`src/rtl/mac_pkg.sv`:
```
`default_nettype none
// ============================================================================
// Module   : mac_pkg
// Brief    : Shared widths and the saturating-add helper for mac_sat_pipe.
// Revision : 1.0
// ============================================================================
package mac_pkg;

    localparam int MAC_IN_W  = 10;
    localparam int MAC_ACC_W = 20;
    localparam int MAC_MAX_W = 64;

    typedef struct packed {
        logic                 ovf;
        logic [MAC_MAX_W-1:0] res;
    } sat_res_t;

    // Operands are sign-extended accumulator-range values; the 1-bit wider sum
    // is exact, and the range check against acc_w decides overflow.
    function automatic sat_res_t sat_add(
        input logic signed [MAC_MAX_W-1:0] base,
        input logic signed [MAC_MAX_W-1:0] prod,
        input int                          acc_w,
        input logic                        saturate
    );
        logic signed [MAC_MAX_W:0] sum;
        logic signed [MAC_MAX_W:0] hi;
        logic signed [MAC_MAX_W:0] lo;
        sat_res_t                  r;
        sum   = {base[MAC_MAX_W-1], base} + {prod[MAC_MAX_W-1], prod};
        hi    = (MAC_MAX_W+1)'(1) << (acc_w - 1);
        lo    = -hi;
        hi    = hi - (MAC_MAX_W+1)'(1);
        r.ovf = (sum > hi) || (sum < lo);
        if (saturate && r.ovf) begin
            r.res = sum[MAC_MAX_W] ? lo[MAC_MAX_W-1:0] : hi[MAC_MAX_W-1:0];
        end else begin
            r.res = sum[MAC_MAX_W-1:0];
        end
        return r;
    endfunction

endpackage
`default_nettype wire

```
`src/rtl/mac_sat_pipe_if.sv`:
```
`default_nettype none
// ============================================================================
// Module   : mac_sat_pipe_if
// Brief    : Sample/result bus of the MAC; slave modport is the MAC side.
// Revision : 1.0
// ============================================================================
interface mac_sat_pipe_if
    import mac_pkg::*;
#(
    parameter int IN_W  = MAC_IN_W,
    parameter int ACC_W = MAC_ACC_W
);
    logic signed [IN_W-1:0]  a;
    logic signed [IN_W-1:0]  b;
    logic                    valid_in;
    logic                    clr_in;
    logic signed [ACC_W-1:0] f;
    logic                    valid_out;
    logic                    ovf;

    modport master (
        output a, b, valid_in, clr_in,
        input  f, valid_out, ovf
    );

    modport slave (
        input  a, b, valid_in, clr_in,
        output f, valid_out, ovf
    );
endinterface
`default_nettype wire

```
`src/rtl/mac_acc_stage.sv`:
```
`default_nettype none
// ============================================================================
// Module   : mac_acc_stage
// Brief    : Accumulate register with saturate/wrap and sticky overflow.
// Revision : 1.0
// ============================================================================
module mac_acc_stage
    import mac_pkg::*;
#(
    parameter int ACC_W    = MAC_ACC_W,
    parameter int SATURATE = 1
) (
    input  wire logic                    clk,
    input  wire logic                    reset,
    input  wire logic                    valid_i,
    input  wire logic                    clr_i,
    input  wire logic signed [ACC_W-1:0] prod_i,
    output logic signed [ACC_W-1:0]      f_o,
    output logic                         valid_o,
    output logic                         ovf_o
);
    logic signed [ACC_W-1:0] f_q, f_d;
    logic                    ovf_q, ovf_d;
    logic                    valid_q;
    logic signed [ACC_W-1:0] w_base;
    sat_res_t                w_res;

    always_comb begin
        w_base = clr_i ? '0 : f_q;
        w_res  = sat_add(MAC_MAX_W'(w_base), MAC_MAX_W'(prod_i), ACC_W, SATURATE != 0);
        f_d    = f_q;
        ovf_d  = ovf_q;
        if (valid_i) begin
            f_d   = w_res.res[ACC_W-1:0];
            ovf_d = (clr_i ? 1'b0 : ovf_q) | w_res.ovf;
        end
    end

    always_ff @(posedge clk) begin
        if (reset) begin
            f_q     <= '0;
            ovf_q   <= 1'b0;
            valid_q <= 1'b0;
        end else begin
            f_q     <= f_d;
            ovf_q   <= ovf_d;
            valid_q <= valid_i;
        end
    end

    assign f_o     = f_q;
    assign ovf_o   = ovf_q;
    assign valid_o = valid_q;
endmodule
`default_nettype wire

```
`src/rtl/mac_sat_pipe.sv`:
```
`default_nettype none
// ============================================================================
// Module   : mac_sat_pipe
// Brief    : Pipelined signed multiply-accumulate, optional saturation.
// Revision : 1.0
// ============================================================================
module mac_sat_pipe
    import mac_pkg::*;
#(
    parameter int IN_W       = MAC_IN_W,
    parameter int ACC_W      = MAC_ACC_W,
    parameter int MUL_STAGES = 1,
    parameter int SATURATE   = 1
) (
    input  wire logic     clk,
    input  wire logic     reset,
    mac_sat_pipe_if.slave bus
);
    if (ACC_W < 2*IN_W) begin : g_bad_acc_w
        $error("mac_sat_pipe: ACC_W must be at least 2*IN_W");
    end
    if (ACC_W > MAC_MAX_W) begin : g_bad_acc_max
        $error("mac_sat_pipe: ACC_W exceeds MAC_MAX_W");
    end
    if (MUL_STAGES < 0 || MUL_STAGES > 3) begin : g_bad_stages
        $error("mac_sat_pipe: MUL_STAGES must be 0..3");
    end

    logic signed [IN_W-1:0]   a_q, b_q;
    logic                     clr_q, v0_q;
    logic signed [2*IN_W-1:0] w_mul;

    always_ff @(posedge clk) begin
        if (reset) begin
            a_q   <= '0;
            b_q   <= '0;
            clr_q <= 1'b0;
            v0_q  <= 1'b0;
        end else begin
            v0_q <= bus.valid_in;
            if (bus.valid_in) begin
                a_q   <= bus.a;
                b_q   <= bus.b;
                clr_q <= bus.clr_in;
            end
        end
    end

    assign w_mul = (2*IN_W)'(a_q) * (2*IN_W)'(b_q);

    // The product is always registered once; MUL_STAGES adds stages on top.
    localparam int NREG = MUL_STAGES + 1;

    logic signed [ACC_W-1:0] w_prod_s [NREG+1];
    logic                    w_clr_s  [NREG+1];
    logic                    w_v_s    [NREG+1];

    assign w_prod_s[0] = ACC_W'(w_mul);
    assign w_clr_s[0]  = clr_q;
    assign w_v_s[0]    = v0_q;

    for (genvar i = 0; i < NREG; i++) begin : g_mul_pipe
        logic signed [ACC_W-1:0] prod_q;
        logic                    clr_q;
        logic                    v_q;

        always_ff @(posedge clk) begin
            if (reset) begin
                prod_q <= '0;
                clr_q  <= 1'b0;
                v_q    <= 1'b0;
            end else begin
                v_q <= w_v_s[i];
                if (w_v_s[i]) begin
                    prod_q <= w_prod_s[i];
                    clr_q  <= w_clr_s[i];
                end
            end
        end

        assign w_prod_s[i+1] = prod_q;
        assign w_clr_s[i+1]  = clr_q;
        assign w_v_s[i+1]    = v_q;
    end

    mac_acc_stage #(
        .ACC_W    (ACC_W),
        .SATURATE (SATURATE)
    ) u_acc (
        .clk     (clk),
        .reset   (reset),
        .valid_i (w_v_s[NREG]),
        .clr_i   (w_clr_s[NREG]),
        .prod_i  (w_prod_s[NREG]),
        .f_o     (bus.f),
        .valid_o (bus.valid_out),
        .ovf_o   (bus.ovf)
    );
endmodule
`default_nettype wire

```
`src/flat_wrapper.sv`:
```
// flat-port wrapper written by rule: the top's interface ports become plain ports
module mac_sat_pipe_flat import mac_pkg::*;
#(
    parameter int IN_W       = MAC_IN_W,
    parameter int ACC_W      = MAC_ACC_W,
    parameter int MUL_STAGES = 1,
    parameter int SATURATE   = 1
)
  (clk, reset, bus_a, bus_b, bus_valid_in, bus_clr_in, bus_f, bus_valid_out, bus_ovf);
  mac_sat_pipe_if #(.IN_W(IN_W), .ACC_W(ACC_W)) bus_i ();
  input  wire logic clk;
  input  wire logic reset;
  input wire logic [$bits(bus_i.a)-1:0] bus_a;
  input wire logic [$bits(bus_i.b)-1:0] bus_b;
  input wire logic [$bits(bus_i.valid_in)-1:0] bus_valid_in;
  input wire logic [$bits(bus_i.clr_in)-1:0] bus_clr_in;
  output wire logic [$bits(bus_i.f)-1:0] bus_f;
  output wire logic [$bits(bus_i.valid_out)-1:0] bus_valid_out;
  output wire logic [$bits(bus_i.ovf)-1:0] bus_ovf;
  assign bus_i.a = bus_a;
  assign bus_i.b = bus_b;
  assign bus_i.valid_in = bus_valid_in;
  assign bus_i.clr_in = bus_clr_in;
  assign bus_f = bus_i.f;
  assign bus_valid_out = bus_i.valid_out;
  assign bus_ovf = bus_i.ovf;
  mac_sat_pipe #(.IN_W(IN_W), .ACC_W(ACC_W), .MUL_STAGES(MUL_STAGES), .SATURATE(SATURATE)) u_core (.clk(clk), .reset(reset), .bus(bus_i));
endmodule
```
`config.mk`:
```
export PLATFORM = sky130hd
export DESIGN_NAME = mac_sat_pipe_flat
export DESIGN_NICKNAME = d
export VERILOG_FILES = /design/src/rtl/mac_pkg.sv /design/src/rtl/mac_sat_pipe_if.sv /design/src/rtl/mac_acc_stage.sv /design/src/rtl/mac_sat_pipe.sv /design/src/flat_wrapper.sv
export SDC_FILE = /design/constraint.sdc
export NUM_CORES = 1
export LEC_CHECK = 0
export ABC_AREA = 1
export CAP_MARGIN = 20
export CORE_ASPECT_RATIO = 0.75
export CORE_MARGIN = 2
export CORE_UTILIZATION = 30
export DETAILED_ROUTE_END_ITERATION = 8
export DONT_BUFFER_PORTS = 1
export SYNTH_ARGS = -nofsm -noshare
export SYNTH_HDL_FRONTEND = slang
export SYNTH_SLANG_ARGS = --single-unit
```
`constraint.sdc`:
```
create_clock -name clk -period 8.45 [get_ports clk]
set_input_delay 1.2675 -clock clk [delete_from_list [all_inputs] [get_ports clk]]
set_output_delay 1.2675 -clock clk [all_outputs]
set_load 0.03 [all_outputs]
```
Word level (Yosys, flattened, before mapping)

Cells that the tools add are included.
Widths: inputs -> output; s select.

$add $sub $neg: 1
$mul: 1
Order comparisons: 2
Muxes and demuxes: 4
Bitwise operators: 1
Reduce and logical (&&, ||, !) cells: 1

Operators by type and width:

| operator             | count |
|---|---|
| $mux 20              | 3 |
| $add 20x20->21       | 1 |
| $gt 21x20->1 const B | 1 |
| $lt 21x20->1 const B | 1 |
| $mul 10x10->20       | 1 |
| $logic_or 1x1->1     | 1 |
| $mux 1               | 1 |
| $or 1x1->1           | 1 |

Register bits: 88
Bits of input ports: 24
Output and inout bits: 22
Word-level logic and storage cells: 23

Longest topological paths before layout

Depth in word-level cells: 5
Mapped depth: 24
Depth with buffers taken out: 23

Modules after synthesis

Synthesis repeated with hierarchy kept, for this count alone.

Cell total of the unflattened synthesis: 1299
Area, all modules: 8941.1 sq um

By module, submodules not included:

| module        | instances | cells an instance | area each (sq um) | sequential area each (sq um) |
|---|---|---|---|---|
| mac_sat_pipe  | 1         | 905               | 6638.9            | 1321.3 |
| mac_acc_stage | 1         | 394               | 2302.2            | 440.4 |

Worst setup path after synthesis

OpenSTA, ideal clock, no wires.

Kind: reg-to-reg
Start: reg u_core.b_q[1]
End: reg u_core.g_mul_pipe[0].prod_q[15]
Setup time: 56 ps
Data arrival time: 4744 ps
Data required time: 8394 ps
Path slack: 3650 ps
Cell stages (with the launch flop): 20
Path buffers: 1
Period minus slack after synthesis: 4800 ps
Cell sequence: dfxtp_1 -> clkbuf_1 -> nand2_1 -> fa_1 -> inv_1 -> fa_1 -> fa_1 -> fa_1 -> inv_1 -> fa_1 -> inv_1 -> ha_1 -> nand2_1 -> nor2_1 -> inv_1 -> or2_2 -> a31o_2 -> nand3_1 -> nand2_1 -> inv_1

Cells in the longest elaborated chain, start to end: 1

RTL lines:

| what                     | RTL line           | source |
|---|---|---|
| start: declaration       | mac_sat_pipe.sv:29 | `logic signed [IN_W-1:0] a_q, b_q;` |
| start signal: assignment | mac_sat_pipe.sv:43 | `b_q <= bus.b;` |
| $mul 10x10->20           | mac_sat_pipe.sv:49 | `assign w_mul = (2*IN_W)'(a_q) * (2*IN_W)'(b_q);` |
| end signal: assignment   | mac_sat_pipe.sv:75 | `prod_q <= w_prod_s[i];` |
| end: declaration         | mac_sat_pipe.sv:63 | `logic signed [ACC_W-1:0] prod_q;` |

Every way passes these cells.
A chain may end at the register's enable or synchronous reset.

Final worst setup path

Same ends and word-level chain as after synthesis.

==> metrics <==
run status=complete, no violations; GRT Overall Usage=0.154; chain of cells forming the critical path=nand2_1 -> fa_1 -> inv_1 -> fa_1 -> fa_1 -> fa_1 -> inv_1 -> fa_1 -> inv_1 -> ha_1 -> nand2_1 -> nor2_1 -> inv_1 -> or2_2 -> a31o_2 -> nand3_1 -> nand2_1 -> inv_1; EDFF count, synth=0; post-cts sizing count=0; r2r setup slk=3.09 ns; Setup WS pre-CTS=3.18 ns; GPL Wtd Cong=around 0.91; worst min-delay path category=reg -> reg; Synth Area per Inst=7.16 um^2; DR vias/cell=4.62; Least-Margin Pin Slew=between 1 and 1.5 ns; Hold Violations, Final=0; Worst R2R End=u_core.g_mul_pipe[0].prod_q[15]; Initial Utilization=0.302; ys flop type=dfxtp_1; grt total ovfl=0; R2R depth=18; vias in the first global route=7310; ys async rst share=0; WP data arrival=5.68 ns; clock buffer count from CTS=9; DRT Wirelength=21800 um; CP Capture Type=flip-flop; syn nets=between 1000 and 1500; antenna violations before repair=0; Slew HR=0.303; worst hold slack=about 0.47 ns; Register Area=0.00176 mm^2; CTS tree=yes; setup bufs post-CTS=0; skew final=approximately 0.011 ns; wire length per cell=between 10 and 15 um; first-pass GRT wire length=roughly 37000 um; final worst-path cycle share=0.634; MaxCap Viol Count=0; hold path endpoint=u_core.g_mul_pipe[0].prod_q[0]; worst vdd ir=100 uV; routed vias=7301; power per cell area=145 mW/mm^2; final setup fails=0; hold buffer count at CTS=0; Leak Pwr=a little over 5 nW; P&R area growth vs syn=6.96%; Startpoint Class=flip-flop; R2R Path Start=u_core.b_q[1]; ANT nets after route=0; H-tree levels=3; Clock Path Buffers=2; number of detailed-route iterations in the first pass=5; # DRC=0; Fmax=~0.19 GHz; clock root buffer master=clkbuf_16; # fillers=3145; Worst Hold Depth=2; RSZ-0062 raised after global routing=false; CP required=8.77 ns; Rows=54; PortBufs=0; Std-Cell Core Area=between 0.02 and 0.03 mm^2; Detailed Place HPWL=17500 um; crit path kind=reg -> reg; Min Clock Period, post-route=5.36 ns; die width=around 200 um; largest net degree at the start of global routing=73; IO Pins=46; share of layout cells above drive strength 1=0.0447; worst skew pair latency=around 0.37 ns; sequential area share after synthesis=0.202; Die Y=152 um; clock sink count=88; n_diodes=0; count of cell types in the netlist=36; Multi-input gate area=0.00583 mm^2; WP buf/inv=5; synth warn=0; Reg clk slew, reported paths=0.08 ns; crit path max fanout=11; Final Net Count=1367; synthesized flop and latch total=88; start point of the worst hold path=u_core.g_mul_pipe[0].prod_q[0]; Post-Syn Area=0.00872 mm^2; die area=0.0305 mm^2; Final Max Tran Viols=0; family with the most delay on the worst path=adder cells; final setup TNS=0 ns; DRT iter0 DRCs=442; Mapped Cells=1218; slowest CP cell=dfxtp_1; worst setup margin=3.09 ns; Crit path largest cell delay=about 0.65 ns
metal layers:
layer	up-vias	global-route usage	part of all wire
li1	3634	-	-
met2	174	0.231	0.41
met4	0	0.0263	0.010
met5	-	0	0
met1	3476	0.226	0.52
met3	17	0.0351	0.061
report_power, final:
part / switching, mW / internal (mW) / total, mW / leakage, nW
clock network: 0.208 / 0.209 / 0.417 / 0.147
registers: 0.0467 / 0.440 / 0.486 / 0.723
logic: 0.283 / 0.169 / 0.453 / 4.18
final cells by class:
class / instances / area share
clock buffer: 9 / 0.0241
timing repair buffer: 2 / 0.00295
inverter: 245 / 0.0986
clock inverter: 7 / 0.00792
tap: 392 / 0.0526
sequential: 88 / 0.189
multi-input combinational: 836 / 0.625
state kept, by name (all words and copies together), names as in the netlist, 2 cells and up:
| register | flops |
|---|---|
| u_core.a_q | 10 |
| u_core.b_q | 10 |
| u_core.g_mul_pipe.clr_q | 2 |
| u_core.g_mul_pipe.prod_q | 40 |
| u_core.g_mul_pipe.v_q | 2 |
| u_core.u_acc.f_o | 20 |
worst reg2reg max path: stages (launching register included):
cell and delay [ns]:
dfxtp_1 0.65, nand2_1 0.23, fa_1 0.64, inv_1 0.14, fa_1 0.53, fa_1 0.45, fa_1 0.56, inv_1 0.06
fa_1 0.52, inv_1 0.04, ha_1 0.35, nand2_1 0.16, nor2_1 0.18, inv_1 0.10, or2_2 0.32, a31o_2 0.20
nand3_1 0.07, nand2_1 0.07, inv_1 0.05
synth_stat cells, types with 7 or more instances:
library cell,instances,area [um^2]
nand4_1,9,56.3
a21oi_2,10,87.6
fa_1,92,1840
dfxtp_1,88,1760
nand3_1,53,265
nor2_1,169,634
ha_1,69,863
clkbuf_1,43,161
or2_2,7,43.8
xor2_1,19,166
inv_1,244,916
nand2_1,233,875
o21ai_0,85,425
a21oi_1,46,230
cells in the final DEF (no fill, tap or decap), types with 2 or more instances in the layout:
cell type	instances
o21bai_1	3
o21ai_0	85
or2_2	7
a31o_2	2
nand4_1	9
nand2_1	233
a21oi_2	10
xor2_1	19
dfxtp_1	88
nor3_1	4
inv_8	2
nor2_2	5
ha_1	69
nor2_4	2
nand3b_1	3
xnor2_1	6
fa_1	92
nor2_1	169
inv_1	244
o21a_1	2
nand3_1	53
clkinv_4	3
clkbuf_16	9
o211ai_1	5
a21oi_1	46
nand2_2	5
worst max path at each step:
stage | from | end | slack (ns) | depth (start not counted)
6_report | u_core.b_q[1] | u_core.g_mul_pipe[0].prod_q[15] | 3.09 | 18
5_1_grt | u_core.b_q[1] | u_core.g_mul_pipe[0].prod_q[18] | 2.69 | 17
4_1_cts | u_core.b_q[1] | u_core.g_mul_pipe[0].prod_q[15] | 3.14 | 18
3_5_place_dp | u_core.b_q[1] | u_core.g_mul_pipe[0].prod_q[18] | 3.18 | 17
3_3_place_gp | u_core.b_q[1] | u_core.g_mul_pipe[0].prod_q[18] | 3.16 | 17
2_1_floorplan | u_core.b_q[1] | u_core.g_mul_pipe[0].prod_q[15] | 3.65 | 19
through the flow:
stage	cell area [um^2]	total power [mW]	util	instances
floorplan	8720	0.853	-	1218
global placement	9010	0.945	0.312	1562
detailed placement	9010	0.949	0.312	1562
CTS	9310	1.37	0.323	1578
global route	9330	1.47	0.323	1579
finish	9330	1.36	0.323	1579
logic make-up after synthesis:
| group | after synthesis | share of synthesized area |
|---|---|---|
| AOI/OAI and AO/OA | 156 | 0.0983 |
| buffers and inverters | 294 | 0.130 |
| xor gates and xnor gates | 25 | 0.0251 |
| DFF | 88 | 0.202 |
| and+or+nand+nor | 494 | 0.235 |
| adders and majority gates | 161 | 0.310 |
(Power assumes the default switching activity.)
